[src/rtl/ercm8_7.sv]
// ercm8_7: 8x8 approximate multiplier, mask ORs columns 0..6 carry-free; ERCM_INPUT_REG_EN adds an input register stage
module ercm8_7 (
  input  logic        clk,
  input  logic        rst_n,
  input  logic [7:0]  dat_in_a,
  input  logic [7:0]  dat_in_b,
  input  logic [6:0]  mask,
  output logic [15:0] dat_o
);
  logic [7:0]  a, b;
  logic [6:0]  m;
  logic [14:0] mx;
  logic [15:0] s, v;
`ifdef ERCM_INPUT_REG_EN
  always_ff @(posedge clk or negedge rst_n)
    if (!rst_n) {a, b, m} <= '0;
    else {a, b, m} <= {dat_in_a, dat_in_b, mask};
`else
  assign a = dat_in_a;
  assign b = dat_in_b;
  assign m = mask;
`endif
  assign mx = {8'b0, m};
  always_comb begin
    s = '0;
    v = '0;
    for (int i = 0; i < 8; i++)
      for (int j = 0; j < 8; j++)
        if (mx[i+j]) v[i+j] = v[i+j] | (a[j] & b[i]);
        else s = s + (16'(a[j] & b[i]) << (i + j));
  end
  always_ff @(posedge clk or negedge rst_n)
    if (!rst_n) dat_o <= '0;
    else dat_o <= s | v;
endmodule

[config.mk]
export PLATFORM = sky130hd
export DESIGN_NAME = ercm8_7
export DESIGN_NICKNAME = d
export VERILOG_FILES = /design/src/rtl/ercm8_7.sv
export SDC_FILE = /design/constraint.sdc
export NUM_CORES = 1
export LEC_CHECK = 0
export ABC_AREA = 1
export ABC_CLOCK_PERIOD_IN_PS = 800
export CAP_MARGIN = 40
export CORE_MARGIN = 2
export CORE_UTILIZATION = 35
export CTS_CLUSTER_SIZE = 12
export DETAILED_ROUTE_END_ITERATION = 8
export PLACE_DENSITY = 0.58
export SLEW_MARGIN = 5
export SYNTH_ARGS = -nofsm -noshare
export SYNTH_HDL_FRONTEND = slang
export SYNTH_SLANG_ARGS = --single-unit
[constraint.sdc]
create_clock -name clk -period 0.8 [get_ports clk]
set_input_delay 0.16 -clock clk [delete_from_list [all_inputs] [get_ports clk]]
set_output_delay 0.16 -clock clk [all_outputs]
set_load 0.005 [all_outputs]
==> results of run 1 <==
==> worst max-delay path by stage <==
stage	slack [ns]	from	cells after the start	end
floorplan	-11.42	dat_in_b[0]	97	dat_o[15]
global placement	-12.34	dat_in_b[0]	107	dat_o[15]
detailed placement	-12.53	dat_in_a[1]	110	dat_o[15]
CTS	-11.39	dat_in_b[0]	99	dat_o[15]
global route	-12.38	dat_in_b[0]	107	dat_o[15]
finish	-11.49	dat_in_b[0]	97	dat_o[15]
==> power by group through the flow <==
stage,clock (mW),combinational [mW],sequential (mW)
2_1_floorplan,0,6.58,1.24
3_3_place_gp,0,10.7,1.21
3_5_place_dp,0,10.9,1.21
4_1_cts,1.12,12.2,1.19
5_1_grt,1.15,16.1,1.21
6_report,1.09,14.7,1.19
==> critical path: cells and delay by family <==
| family | cells | cell delay (ns) |
|---|---|---|
| buffers and inverters | 21 | 1.35 |
| AO/OA/AOI/OAI | 8 | 0.99 |
| XOR/XNOR | 8 | 1.38 |
| adder cells (fa/ha/maj) | 16 | 4.75 |
| AND/OR/NAND/NOR | 44 | 3.83 |
==> logic make-up (layout without fill, tap and decap cells) <==
logic type,Yosys count,in the layout
simple gates,682,682
flops,16,16
buf+inv,270,645
fa+ha+maj,84,84
compound gates,94,94
xor+xnor,31,31
mux,1,1
==> stage by stage <==
stage	instance area (um2)	setup WS (ns)	hold WS (ns)
floorplan	7290	-11.42	-0.136
global placement	9900	-12.34	0.513
detailed placement	9900	-12.53	0.513
CTS	10800	-11.39	0.239
global route	11700	-12.38	0.253
finish	11700	-11.49	0.233
==> per-layer routing <==
metal,share of wire,track usage,vias up,wire (um)
met4,0.013,0.0181,0,269
met5,0,0,-,0
met2,0.50,0.357,104,10400
met1,0.45,0.251,3760,9370
li1,-,-,4388,-
met3,0.033,0.0195,26,678
==> cell usage after synthesis (15+ instances only) <==
master / instances
sky130_fd_sc_hd__clkbuf_1: 18
sky130_fd_sc_hd__o21ai_0: 40
sky130_fd_sc_hd__nor2_1: 107
sky130_fd_sc_hd__nand3_2: 28
sky130_fd_sc_hd__o21ai_1: 15
sky130_fd_sc_hd__xor2_1: 18
sky130_fd_sc_hd__dfrtp_1: 16
sky130_fd_sc_hd__nand3b_1: 15
sky130_fd_sc_hd__a21oi_1: 22
sky130_fd_sc_hd__inv_1: 218
sky130_fd_sc_hd__nand4_1: 19
sky130_fd_sc_hd__nor2_2: 15
sky130_fd_sc_hd__nand2_1: 310
sky130_fd_sc_hd__nand3_1: 72
sky130_fd_sc_hd__nand2_2: 64
sky130_fd_sc_hd__inv_2: 26
sky130_fd_sc_hd__ha_1: 71
==> cells in the final DEF (no fill, tap or decap), drive strengths merged <==
cell	count
o211ai	1
o32ai	1
and2	2
o21a	1
inv	245
clkbuf	4
fa	13
nand4	20
xor2	18
a31oi	1
mux2i	1
nor3	9
buf	377
o21ai	58
nor2	136
xnor2	13
nand3	102
nor4	1
o22ai	2
clkdlybuf4s50	14
dfrtp	16
a41oi	1
clkdlybuf4s15	1
nand3b	17
dlygate4sd2	3
a21boi	2
nand2	382
or2	13
ha	71
a21oi	22
o31ai	1
o21bai	4
clkinv	1
==> area by class of cell <==
class                      instances  area, um2
inverter                         246        933
sequential                        16        400
fill                            1623       7190
multi-input combinational        892       6920
timing repair buffer             395       3040
tap                              260        325
clock buffer                       4       88.8
==> what timing repair did <==
item,4_1_cts,5_1_grt
buffers inserted,58,28
setup endpoints to repair,32,30
pin swaps,140,143
gates cloned,0,0
resized for setup,231,172
==> results.txt, run 1 <==
The run finished, with violations left. The checks that failed: setup timing. The post-detailed-route count of antenna-violating nets was 0. The number of port buffers is 39.

After global routing the overflow that remains totals 0. The run gives 1663 as the number of nets in the finished design. Counting flops with a built-in enable in the synthesized netlist gives 0. The register with the most flip-flops in the final layout is dat_o. The total detailed-routing wirelength was 20.7 mm; the die width was 143 um. The clock passes through at most 2 buffers.

After synthesis the netlist holds a flip-flop and latch count of 16. The run gives 0 as the number of max-slew violations in the final report. The share of flip-flops with an asynchronous set or reset after synthesis came out at 1.00. The fraction of the mapped netlist area in compound gates is 0.0765, and the wire length of the first global-routing pass is 34.0 mm. The share of synthesized cell area in and, or, nand and nor gates works out to 0.502.

The path type of the worst min-delay path is in -> reg. In this run, CTS created clock tree buffers numbering 3. The analysis attributes to cell leakage a power of 6.00 nW.

In this run the power density over the cells is 1450 nW/um2. Number of levels in the clock H-tree: 1. After synthesis, the largest family of logic cells by area is simple AND/OR/NAND/NOR gates. Setup violations remaining at the end of the flow were counted as 30.

Clock-pin slew was measured on the worst setup and hold paths at 0.05 ns. The fraction of synthesized area in multiplexers is 0.00148. The setup slack of the critical path after layout is -11.49 ns. STA classifies the critical path endpoint as a register.

The part of the cycle the worst path needs is 15.4, and the placed wire-length estimate is 15.1 mm. The most common cell type on the critical path is sky130_fd_sc_hd__inv_2. The switching power share of the total came out at 0.447. The share of the synthesized area in the top cell type works out to 0.172. The first detailed-routing pass ran for 5 iterations. The height of the die was 143 um. The clock net in this run drives a total of 16 sinks. During I/O placement, the number of pins put on the boundary was 41. The fraction of synthesized cell area in xor and xnor cells is 0.0400, and the maximum number of pins on one net before global-route repair is 25. After synthesis, the netlist uses 46 different library cells. The run gives 0 as the number of antenna violations at the first check in global routing. Setup repair after global routing could not meet its margin everywhere. The predominant post-synthesis flop cell is sky130_fd_sc_hd__dfrtp_1. TritonCTS built the clock tree. Across all layers, the routed design uses 8278 vias. The count of endpoints failing hold in the final timing report was 0. The portion of the post-synthesis area used by sequential elements was 0.0590; the total power was 17.0 mW.

The via count of the first global-routing pass is 8068. The number of rows in the core area is 50, and the worst-margin pin slew is 0.360 ns. In the final routed layout, each cell accounts on average for 11.4 um.

Share of synthesized cell area in full adder, half adder and majority cells: 0.169. The largest fanout of any net on the critical path was 4. Routability-driven placement finished with a final weighted congestion of 0.854.

STA classifies the critical path startpoint as a primary input. The count of synthesis-stage warnings from yosys was 0; the gate count of the mapped netlist was 1178. After synthesis, the mean cell area works out to 5.76 um2.

The register with the most flip-flops in the layout has 16 of them. The largest registers in the layout are dat_o: 16 flops. The fraction of layout instances using a drive strength above 1 works out to 0.538.

Ranked by total cell area, the synthesized netlist is headed by sky130_fd_sc_hd__nand2_1, sky130_fd_sc_hd__ha_1, sky130_fd_sc_hd__inv_1. The tools report the endpoint with the worst hold slack as dat_o[1]. The run gives 9.41 mW as the internal power. For this design, the CTS-stage hold fixing added 0 buffers. Data arrives at the worst endpoint at 12.43 ns. The tools report the fmax as 81.4 MHz. The logs give 294 for the iteration-0 DRC count of the detailed router and 0 for the diode insertion count for antenna repair. The run gives 0.070 as the sequential fraction of design power.

The number of nets in the synthesized netlist is 1287. The cell sitting at the root of the clock tree is a sky130_fd_sc_hd__clkbuf_16. The startpoint identified for the worst hold timing path is dat_in_a[1].

The cell type with the highest aggregate area in the netlist was sky130_fd_sc_hd__nand2_1. The number of stages on the worst hold path was 5. The class of the most critical setup path is in -> reg. The critical path data required time is 0.94 ns, and the reported net switching power is 7.60 mW. Using the TritonRoute via totals, the vias-per-cell ratio works out to 4.57. For the total global-route track usage, the log shows 0.193. Among all stages on the critical path, the largest delay is contributed by sky130_fd_sc_hd__fa_2. The worst-case IR drop observed on VDD is 3.47 mV. Across the run, the number of max-cap violations was 0. The logs give 20500 um2 for the die outline area and 1726 for the number of instances in the placed design. The initial core utilization is 0.359, and the portion of total power attributed to the clock network is 0.064. The power share of the combinational group was 0.866; the final critical-path required period was 12.29 ns. The max-slew headroom at the worst pin was 0.760; the area of the mapped netlist was 6780 um2. The detailed-route DRC error count was 0. The delay contributed by the slowest stage of the critical path is 0.60 ns, and the area of the core region is 18900 um2.

Excluding fillers, the count of instances in the completed layout stands at 1813. The logs give 0.619 for the utilization after layout and -116.74 ns for the setup TNS. The area growth from synthesis to layout is 72.5%.
Note: power is estimated with default switching activity, not from simulation.
==> run 2: changes to the inputs <==
--- a/config.mk
+++ b/config.mk
@@ -6,13 +6,14 @@
 export NUM_CORES = 1
 export LEC_CHECK = 0
 export ABC_AREA = 1
-export ABC_CLOCK_PERIOD_IN_PS = 800
+export ABC_CLOCK_PERIOD_IN_PS = 11500
 export CAP_MARGIN = 40
 export CORE_MARGIN = 2
-export CORE_UTILIZATION = 35
+export CORE_UTILIZATION = 55
+export CTS_CLUSTER_DIAMETER = 60
 export CTS_CLUSTER_SIZE = 12
 export DETAILED_ROUTE_END_ITERATION = 8
-export PLACE_DENSITY = 0.58
+export PLACE_DENSITY = 0.79
 export SLEW_MARGIN = 5
 export SYNTH_ARGS = -nofsm -noshare
 export SYNTH_HDL_FRONTEND = slang
==> constraint.sdc (replaced) <==
create_clock -name clk -period 11.5 [get_ports clk]
set_input_delay 2.3 -clock clk [delete_from_list [all_inputs] [get_ports clk]]
set_output_delay 2.3 -clock clk [all_outputs]
set_load 0.005 [all_outputs]
==> results.txt, run 2 <==
The run stopped with a tool error. The run ended at global routing (5_1_grt). The first error in the log reads "[ERROR GRT-0232] Routing congestion too high. Check the congestion heatmap in the GUI".

Once global-route timing repair stopped, the endpoint with the least setup slack was dat_o[15]$_DFF_PN0_/D. The logs give 0.0590 (unchanged) for the portion of the post-synthesis area used by sequential elements and 1178 (unchanged) for the gate count of the mapped netlist. Die width: 115 um (-20%). The clock tree root buffer cell was sky130_fd_sc_hd__clkbuf_16.

The flop and latch count out of synthesis is 16 (unchanged). The placed wire-length estimate is 16.4 mm (+9.0%), and the count of synthesis-stage warnings from yosys is 0 (unchanged). Mean area per synthesized cell: 5.76 um2 (unchanged). The run gives 16 (unchanged) as the total number of clock tree sinks. Predominant post-synthesis flop cell: sky130_fd_sc_hd__dfrtp_1. The maximum count of clock buffers along a single path came out at 2 (unchanged). In the post-synthesis netlist, the biggest area contributors are sky130_fd_sc_hd__nand2_1, sky130_fd_sc_hd__ha_1, sky130_fd_sc_hd__inv_1. Count of distinct cell types in the synthesized netlist: 46 (unchanged). The share of flip-flops with an asynchronous set or reset after synthesis was 1.00 (unchanged).

The number of buffers inserted by hold repair at cts is 0 (unchanged). After the last repair the worst path ends at a sequential cell input. For the maximum number of pins on one net before global-route repair, the log shows 25. The number of port buffers was 39 (unchanged); the number of rows in the core area was 40 (-20%). For this run the aggregate overflow at the end of global routing stands at 303.

The cell type with the highest aggregate area in the netlist is sky130_fd_sc_hd__nand2_1. The count of flip-flops with a built-in enable after synthesis was 0 (unchanged). The number of I/O pins came out at 41 (unchanged). For the last weighted congestion value of the routability-driven placer, the log shows 0.885 (+3.7%). The most common cell in the synthesized netlist was sky130_fd_sc_hd__nand2_1. Number of levels in the clock H-tree: 1 (unchanged). The run gives 0.888 as the total global-route track usage. The share of the synthesized area in the top cell type was 0.172 (unchanged); the area of the mapped netlist was 6780 um2 (unchanged). Initial core utilization: 0.565 (+0.206).

The height of the die is 115 um (-20%). The tools report the total nets after synthesis as 1287 (unchanged). The CTS buffer count came out at 3 (unchanged).

Ranked by instance count, the synthesized netlist is headed by sky130_fd_sc_hd__nand2_1, sky130_fd_sc_hd__inv_1, sky130_fd_sc_hd__nor2_1, sky130_fd_sc_hd__nand3_1, sky130_fd_sc_hd__ha_1.
[run 2: layer usage]
| metal | overflow | GRT usage |
|---|---|---|
| met2 | 200 | 1.05 |
| met1 | 4 | 0.847 |
| met3 | 5 | 0.740 |
| met5 | 0 | 0.359 |
| met4 | 94 | 0.991 |
[run 2: cells by family after synthesis]
group                      synth area share
xor gates and xnor gates             0.0400
buffers and inverters                 0.152
AOI/OAI and AO/OA                    0.0765
adders and majority gates             0.169
and+or+nand+nor                       0.502
DFF                                  0.0590
muxes                               0.00148
[run 2: timing repair]
item / CTS
endpoints found under the setup margin: 10
gates resized for setup: 190
pin swaps: 133
buffers inserted: 65
[run 2: stage by stage]
step                      cell area, um2  instances  setup WS (ns)
after floorplan                     7270       1178          -2.86
after global placement              9580       1591          -3.62
after detailed placement            9580       1591          -4.31
after CTS                          10700       1655          -3.14
==> run 3: changes to the inputs <==
--- a/config.mk
+++ b/config.mk
@@ -9,11 +9,9 @@
 export ABC_CLOCK_PERIOD_IN_PS = 11500
 export CAP_MARGIN = 40
 export CORE_MARGIN = 2
-export CORE_UTILIZATION = 55
-export CTS_CLUSTER_DIAMETER = 60
-export CTS_CLUSTER_SIZE = 12
+export CORE_UTILIZATION = 40
 export DETAILED_ROUTE_END_ITERATION = 8
-export PLACE_DENSITY = 0.79
+export PLACE_DENSITY_LB_ADDON = 0.15
 export SLEW_MARGIN = 5
 export SYNTH_ARGS = -nofsm -noshare
 export SYNTH_HDL_FRONTEND = slang
==> results.txt, run 3 (synthesis results as in run 1) <==
The run finished, with violations left. The checks that failed: setup timing. The detailed router finished its first iteration with 206 violations.

Fraction of layout instances using a drive strength above 1: 0.451. For this run, the post-layout net count is 1599. The number of port buffers was 39 (unchanged). For the placed cell area, the log shows 9720 um2 (+1.4%). Once layout is done, the placed cells without fillers occupy 10700 um2.

In the final routed layout, each cell accounts on average for 10.8 um. The number of antenna violations at the first check in global routing came out at 0. The setup slack of the critical path after layout was -3.07 ns; the number of I/O pins was 41 (unchanged). For the area of the core region, the log shows 16600 um2.

The final critical-path required period came out at 14.57 ns. The detail route stage leaves a number of antenna-violating nets equal to 0. Slowest cell on the critical path: sky130_fd_sc_hd__fa_1.

Relative to the synthesized area, the layout overhead comes to 57.1%. The count of endpoints failing hold in the final timing report is 0, and the maximum count of clock buffers along a single path is 2 (unchanged). The global-route congestion overflow total is 0. The cell area power density came out at 98.8 nW/um2. TritonCTS built the clock tree. The number of rows in the core area is 47 (+18%), and the wire length of the first global-routing pass is 31.0 mm. The tools report the critical path endpoint category as a register.

Setup violations remaining at the end of the flow were counted as 9. The number of levels in the clock H-tree is 1 (unchanged). Clock-pin slew was measured on the worst setup and hold paths at 0.05 ns.

Leaving out fill and tap cells, the most frequent cells in the layout are sky130_fd_sc_hd__buf_4, sky130_fd_sc_hd__nand2_1, sky130_fd_sc_hd__inv_1. The run gives 0.409 (-0.156) as the initial core utilization. The tree is rooted in a sky130_fd_sc_hd__clkbuf_16. The run gives 16 (unchanged) as the total number of clock tree sinks. The startpoint class of the critical path is a primary input. The number of antenna diodes in the final layout is 0. The die width was 134 um (+17%); the critical path data required time was 11.64 ns. In the routed design, unresolved DRC markers number 0. The tool flagged a number of max-cap violations equal to 0.

VDD sags by at most 0.191 mV. The tools report the total detailed-routing wirelength as 18.4 mm. In the final layout, the registers with the most flip-flops are dat_o: 16 flops.

The die covers 18000 um2. The height of the die was 134 um (+17%); the fmax was 68.6 MHz. The count of TritonRoute iterations in the first routing pass was 4. The part of the cycle the worst path needs was 1.27; the delay contributed by the slowest stage of the critical path was 0.59 ns. Counting flops per register, the top entry is dat_o.

The worst-margin pin slew was 0.789 ns. The path type of the worst min-delay path is in -> reg. Data arrives at the worst endpoint at 14.71 ns. Summing over every cut layer, the via total after detailed routing is 7797.

The register with the most flip-flops in the layout has 16 of them. The class of the most critical setup path is in -> reg. The library cell used most frequently in the layout, excluding fill and tap cells, is sky130_fd_sc_hd__buf_4. The number of vias per cell was 4.56; the final worst hold slack was 2.39 ns. Setup repair after global routing could not meet its margin everywhere. The run gives 14.7 mm (-10%) as the placed wire-length estimate.

The logs give 0.199 for the total global-route track usage and 3 (unchanged) for the CTS buffer count. The largest fanout of any net on the critical path was 4. The via count of the first global-routing pass came out at 7384. The maximum number of pins on one net before global-route repair is 25, and the leakage component of the power is 5.64 nW. For the number of max-slew violations in the final report, the log shows 0. The last weighted congestion value of the routability-driven placer was 0.807 (-8.9%).

The run gives 0.472 as the max-slew headroom at the worst pin.
==> run 3: what timing repair did <==
action	4_1_cts	5_1_grt
endpoints found under the setup margin	10	10
resized for setup	34	164
pin swaps	32	120
hold buffers	0	0
setup buffers	7	26
==> run 3: layer usage <==
metal | share of wire | track usage
met5 | 0 | 0
met4 | 0.0074 | 0.0181
met3 | 0.033 | 0.0200
met2 | 0.48 | 0.363
met1 | 0.48 | 0.262
==> run 3: cell type report <==
cell class,instances,area (um2)
Clock buffer,4,88.8
Fill cell,1568,5920
Inverter,246,935
Multi-Input combinational cell,892,6350
Sequential cell,16,400
Tap cell,220,275
Timing Repair Buffer,331,2610
==> run 3: worst paths after layout <==
kind / startpoint / endpoint / slack (ns) / depth (start not counted)
worst max-delay path: dat_in_a[1] / dat_o[15] / -3.07 / 101
worst min-delay path: mask[1] / dat_o[1] / 2.39 / 4
max in group asynchronous: rst_n / dat_o[6] / 8.49 / 1
min in group asynchronous: rst_n / dat_o[14] / 2.51 / 1
==> run 3: through the flow <==
| step | setup TNS (ns) | power (mW) | setup WS (ns) | instances | utilization |
|---|---|---|---|---|---|
| after floorplan | -15.57 | 0.543 | -2.86 | 1178 | - |
| after global placement | -25.15 | 0.822 | -3.85 | 1672 | 0.586 |
| after detailed placement | -27.34 | 0.835 | -4.12 | 1672 | 0.586 |
| after CTS | -21.75 | 0.946 | -3.50 | 1683 | 0.601 |
| after global routing | -25.66 | 1.16 | -4.16 | 1709 | 0.643 |
| final | -17.85 | 1.05 | -3.07 | 1709 | 0.643 |
==> run 3: where the power goes <==
part / internal, mW / switching (mW) / leakage [nW]
Clock: 0.0529 / 0.0238 / 0.0442
Combinational: 0.456 / 0.437 / 5.41
Sequential: 0.0782 / 0.00549 / 0.186
Total: 0.587 / 0.466 / 5.64
==> run 3: critical path: cells and delay by family <==
family | cells | cell delay [ns]
buffers and inverters | 23 | 1.56
AND/OR/NAND/NOR | 47 | 4.09
adder cells (fa/ha/maj) | 16 | 4.78
AO/OA/AOI/OAI | 8 | 0.83
XOR/XNOR | 7 | 1.15
==> run 4: changes to the inputs <==
--- a/config.mk
+++ b/config.mk
@@ -8,7 +8,7 @@
 export ABC_AREA = 1
 export ABC_CLOCK_PERIOD_IN_PS = 11500
 export CAP_MARGIN = 40
-export CORE_MARGIN = 2
+export CORE_ASPECT_RATIO = 1.25
 export CORE_UTILIZATION = 40
 export DETAILED_ROUTE_END_ITERATION = 8
 export PLACE_DENSITY_LB_ADDON = 0.15
==> results.txt, run 4 (synthesis results as in run 1) <==
Following the worst setup path forward leads to its endpoint at dat_o[11]. The average wire per cell in the routed design works out to 11.4 um (+5.9%). The slowest stage of the critical path is the sky130_fd_sc_hd__fa_2 cell.

The final critical-path required period is 14.72 ns (+0.148 ns), and the number of antenna violations at the first check in global routing is 0 (unchanged). The final reports fail on setup timing. For the maximum vdd ir drop, the log shows 0.238 mV (+25%).

The max-slew headroom at the worst pin came out at 0.484 (+0.0114). The flow ran to the end, but the final reports show violations. The count of endpoints failing hold in the final timing report is 0 (unchanged), and the count of TritonRoute iterations in the first routing pass is 4 (unchanged). Initial core utilization: 0.414 (+0.00468). The internal power is 0.675 mW (+15%), and the number of max-slew violations in the final report is 0 (unchanged). The post-detailed-route count of antenna-violating nets was 0 (unchanged). The most common cell after layout, fill and taps aside is sky130_fd_sc_hd__buf_4.

The height of the die is 148 um (+10%). The largest registers in the layout are dat_o: 16 flops. The wire length of the first global-routing pass was 33.5 mm (+8.1%).

The run gives 0 (unchanged) as the number of buffers inserted by hold repair at cts. Post-synthesis to final-layout area growth: 66.5%. The run gives 41 (unchanged) as the number of I/O pins. The number of port buffers works out to 39 (unchanged).

The number of rows in the core area was 52 (+11%); the number of nets in the finished design was 1647 (+3.0%). The most common cell type on the critical path is sky130_fd_sc_hd__inv_2. The total setup violations reported at the end of the flow was 9 (unchanged); the sequential fraction of design power was 0.069 (-0.010). The last weighted congestion value of the routability-driven placer came out at 0.787 (-2.5%). The tightest min-delay check is of the in -> reg type. The via count came out at 8233 (+5.6%). The critical path is of the in -> reg type.

Setup repair after global routing could not meet its margin everywhere. Via count of the first global-routing pass: 8106 (+9.8%). Global-route congestion overflow total: 0 (unchanged). The die outline area was 17500 um2 (-2.9%); the total detailed-routing wirelength was 20.0 mm (+8.6%).

In this run the worst setup path begins at dat_in_b[0]. The total of fill cells in the finished design is 1369 (-13%), and the reported net switching power is 0.523 mW (+12%). Endpoint arrival time on the critical path: 14.85 ns (+0.14 ns).

The power share of the combinational group was 0.867 (+0.019). Number of vias per cell: 4.70 (+2.9%). The detailed-route DRC error count was 0 (unchanged). Delay contributed by the slowest stage of the critical path: 0.57 ns (-0.02 ns). The run gives 67.9 MHz (-1.0%) as the fmax.

The largest fanout of any net on the critical path was 4 (unchanged). The run gives 0 (unchanged) as the diode insertion count for antenna repair. For the portion of total power attributed to the clock network, the log shows 0.064 (-0.009).

Leaving out fill and tap cells, the most frequent cells in the layout are sky130_fd_sc_hd__buf_4, sky130_fd_sc_hd__nand2_1, sky130_fd_sc_hd__inv_1. STA classifies the critical path endpoint as a register. The part of the cycle the worst path needs works out to 1.28 (+0.0129). The number of stages on the worst hold path is 3 (-1), and the placed wire-length estimate is 14.7 mm (+0.21%). For the final worst hold slack, the log shows 2.31 ns (-0.0824 ns). The critical path data required time came out at 11.64 ns (about the same).

The run gives 225 (+9.2%) as the iteration-0 DRC count of the detailed router. The logs give 0 (unchanged) for the number of violations of the max-capacitance limit and -3.22 ns (-0.148 ns) for the setup slack of the critical path after layout. The switching power share of the total came out at 0.437 (-0.00614). The number of levels in the clock H-tree is 1 (unchanged). The fraction of layout instances using a drive strength above 1 is 0.496 (+0.0445). For the total global-route track usage, the log shows 0.224 (+0.0257).

TritonCTS built the clock tree. The leakage component of the power is 5.86 nW (+3.9%). The maximum count of clock buffers along a single path came out at 2 (unchanged).

The cell sitting at the root of the clock tree is a sky130_fd_sc_hd__clkbuf_16. The flip-flop count of the largest register after layout is 16 (unchanged). Setup TNS: -19.55 ns (-1.70 ns). Startpoint class of the critical path: a primary input.

The total number of clock tree sinks came out at 16 (unchanged). The worst-margin pin slew works out to 0.772 ns (-0.0170 ns). The die width was 118 um (-12%); the clock edge transition at the registers on the reported setup and hold paths was 0.05 ns (about the same). The run gives 16400 um2 (-1.1%) as the area of the core region.

The maximum number of pins on one net before global-route repair came out at 25 (unchanged). Most flop-heavy register: dat_o. The cell area power density works out to 106 nW/um2 (+7.4%).

The utilization after layout is 0.689 (+0.0460). The run gives 3 (unchanged) as the CTS buffer count.
run 4: cell count changes in the layout (fill, tap and decap cells not counted), sizes merged:
| cell | change |
|---|---|
| buf | +50 |
| dlymetal6s2s | -4 |
| dlygate4sd2 | +3 |
| clkbuf | -2 |
| clkdlybuf4s15 | +1 |
| clkinv | -1 |
| inv | +1 |
run 4: cell type report:
type / count / area, um2 / area share
clock buffer: 4 / 88.8 / 0.00787
inverter: 246 / 936 / 0.0829
multi-input combinational: 892 / 6630 / 0.587
sequential: 16 / 400 / 0.0355
tap: 216 / 270 / 0.0239
timing repair buffer: 379 / 2960 / 0.262
run 4: worst max-delay path: cells and delay by family:
family                     cells  cell delay (ns)
AOI/OAI and AO/OA              8             0.74
adders and majority gates     19             5.21
and+or+nand+nor               36             3.42
xor gates and xnor gates       5             0.76
buffers and inverters         29             2.37
run 4: metrics by stage:
stage	instance area, um2	power, mW	setup slack (ns)	std cells
6_report	11300	1.20	-3.22	1753
3_3_place_gp	9670	0.822	-3.88	1662
3_5_place_dp	9670	0.835	-4.04	1662
4_1_cts	10700	1.07	-2.80	1735
2_1_floorplan	7270	0.543	-2.86	1178
5_1_grt	11300	1.30	-3.98	1753
run 4: worst min path at each step:
stage | slack (ns) | to | from
after global routing | 2.33 | dat_o[1] | mask[1]
after floorplan | 2.00 | dat_o[0] | rst_n
after detailed placement | 2.78 | dat_o[12] | rst_n
after CTS | 2.30 | dat_o[1] | mask[1]
final | 2.31 | dat_o[1] | mask[1]
after global placement | 2.78 | dat_o[13] | rst_n
run 4: power by group through the flow:
| stage | sequential [mW] | clock [mW] | combinational, mW |
|---|---|---|---|
| 2_1_floorplan | 0.0865 | 0 | 0.456 |
| 3_3_place_gp | 0.0836 | 0 | 0.738 |
| 3_5_place_dp | 0.0840 | 0 | 0.751 |
| 4_1_cts | 0.0832 | 0.0778 | 0.912 |
| 5_1_grt | 0.0839 | 0.0790 | 1.14 |
| 6_report | 0.0830 | 0.0762 | 1.04 |
run 4: what timing repair did:
item / 4_1_cts / 5_1_grt
gates resized for setup: 142 / 124
setup buffers: 69 / 19
setup endpoints to repair: 10 / 10
pin swaps: 116 / 106
run 4: routing by layer:
metal  GRT usage  wire length [um]
met5           0                 0
met4      0.0373               335
met3      0.0231               670
met2       0.448             10600
met1       0.257              8350
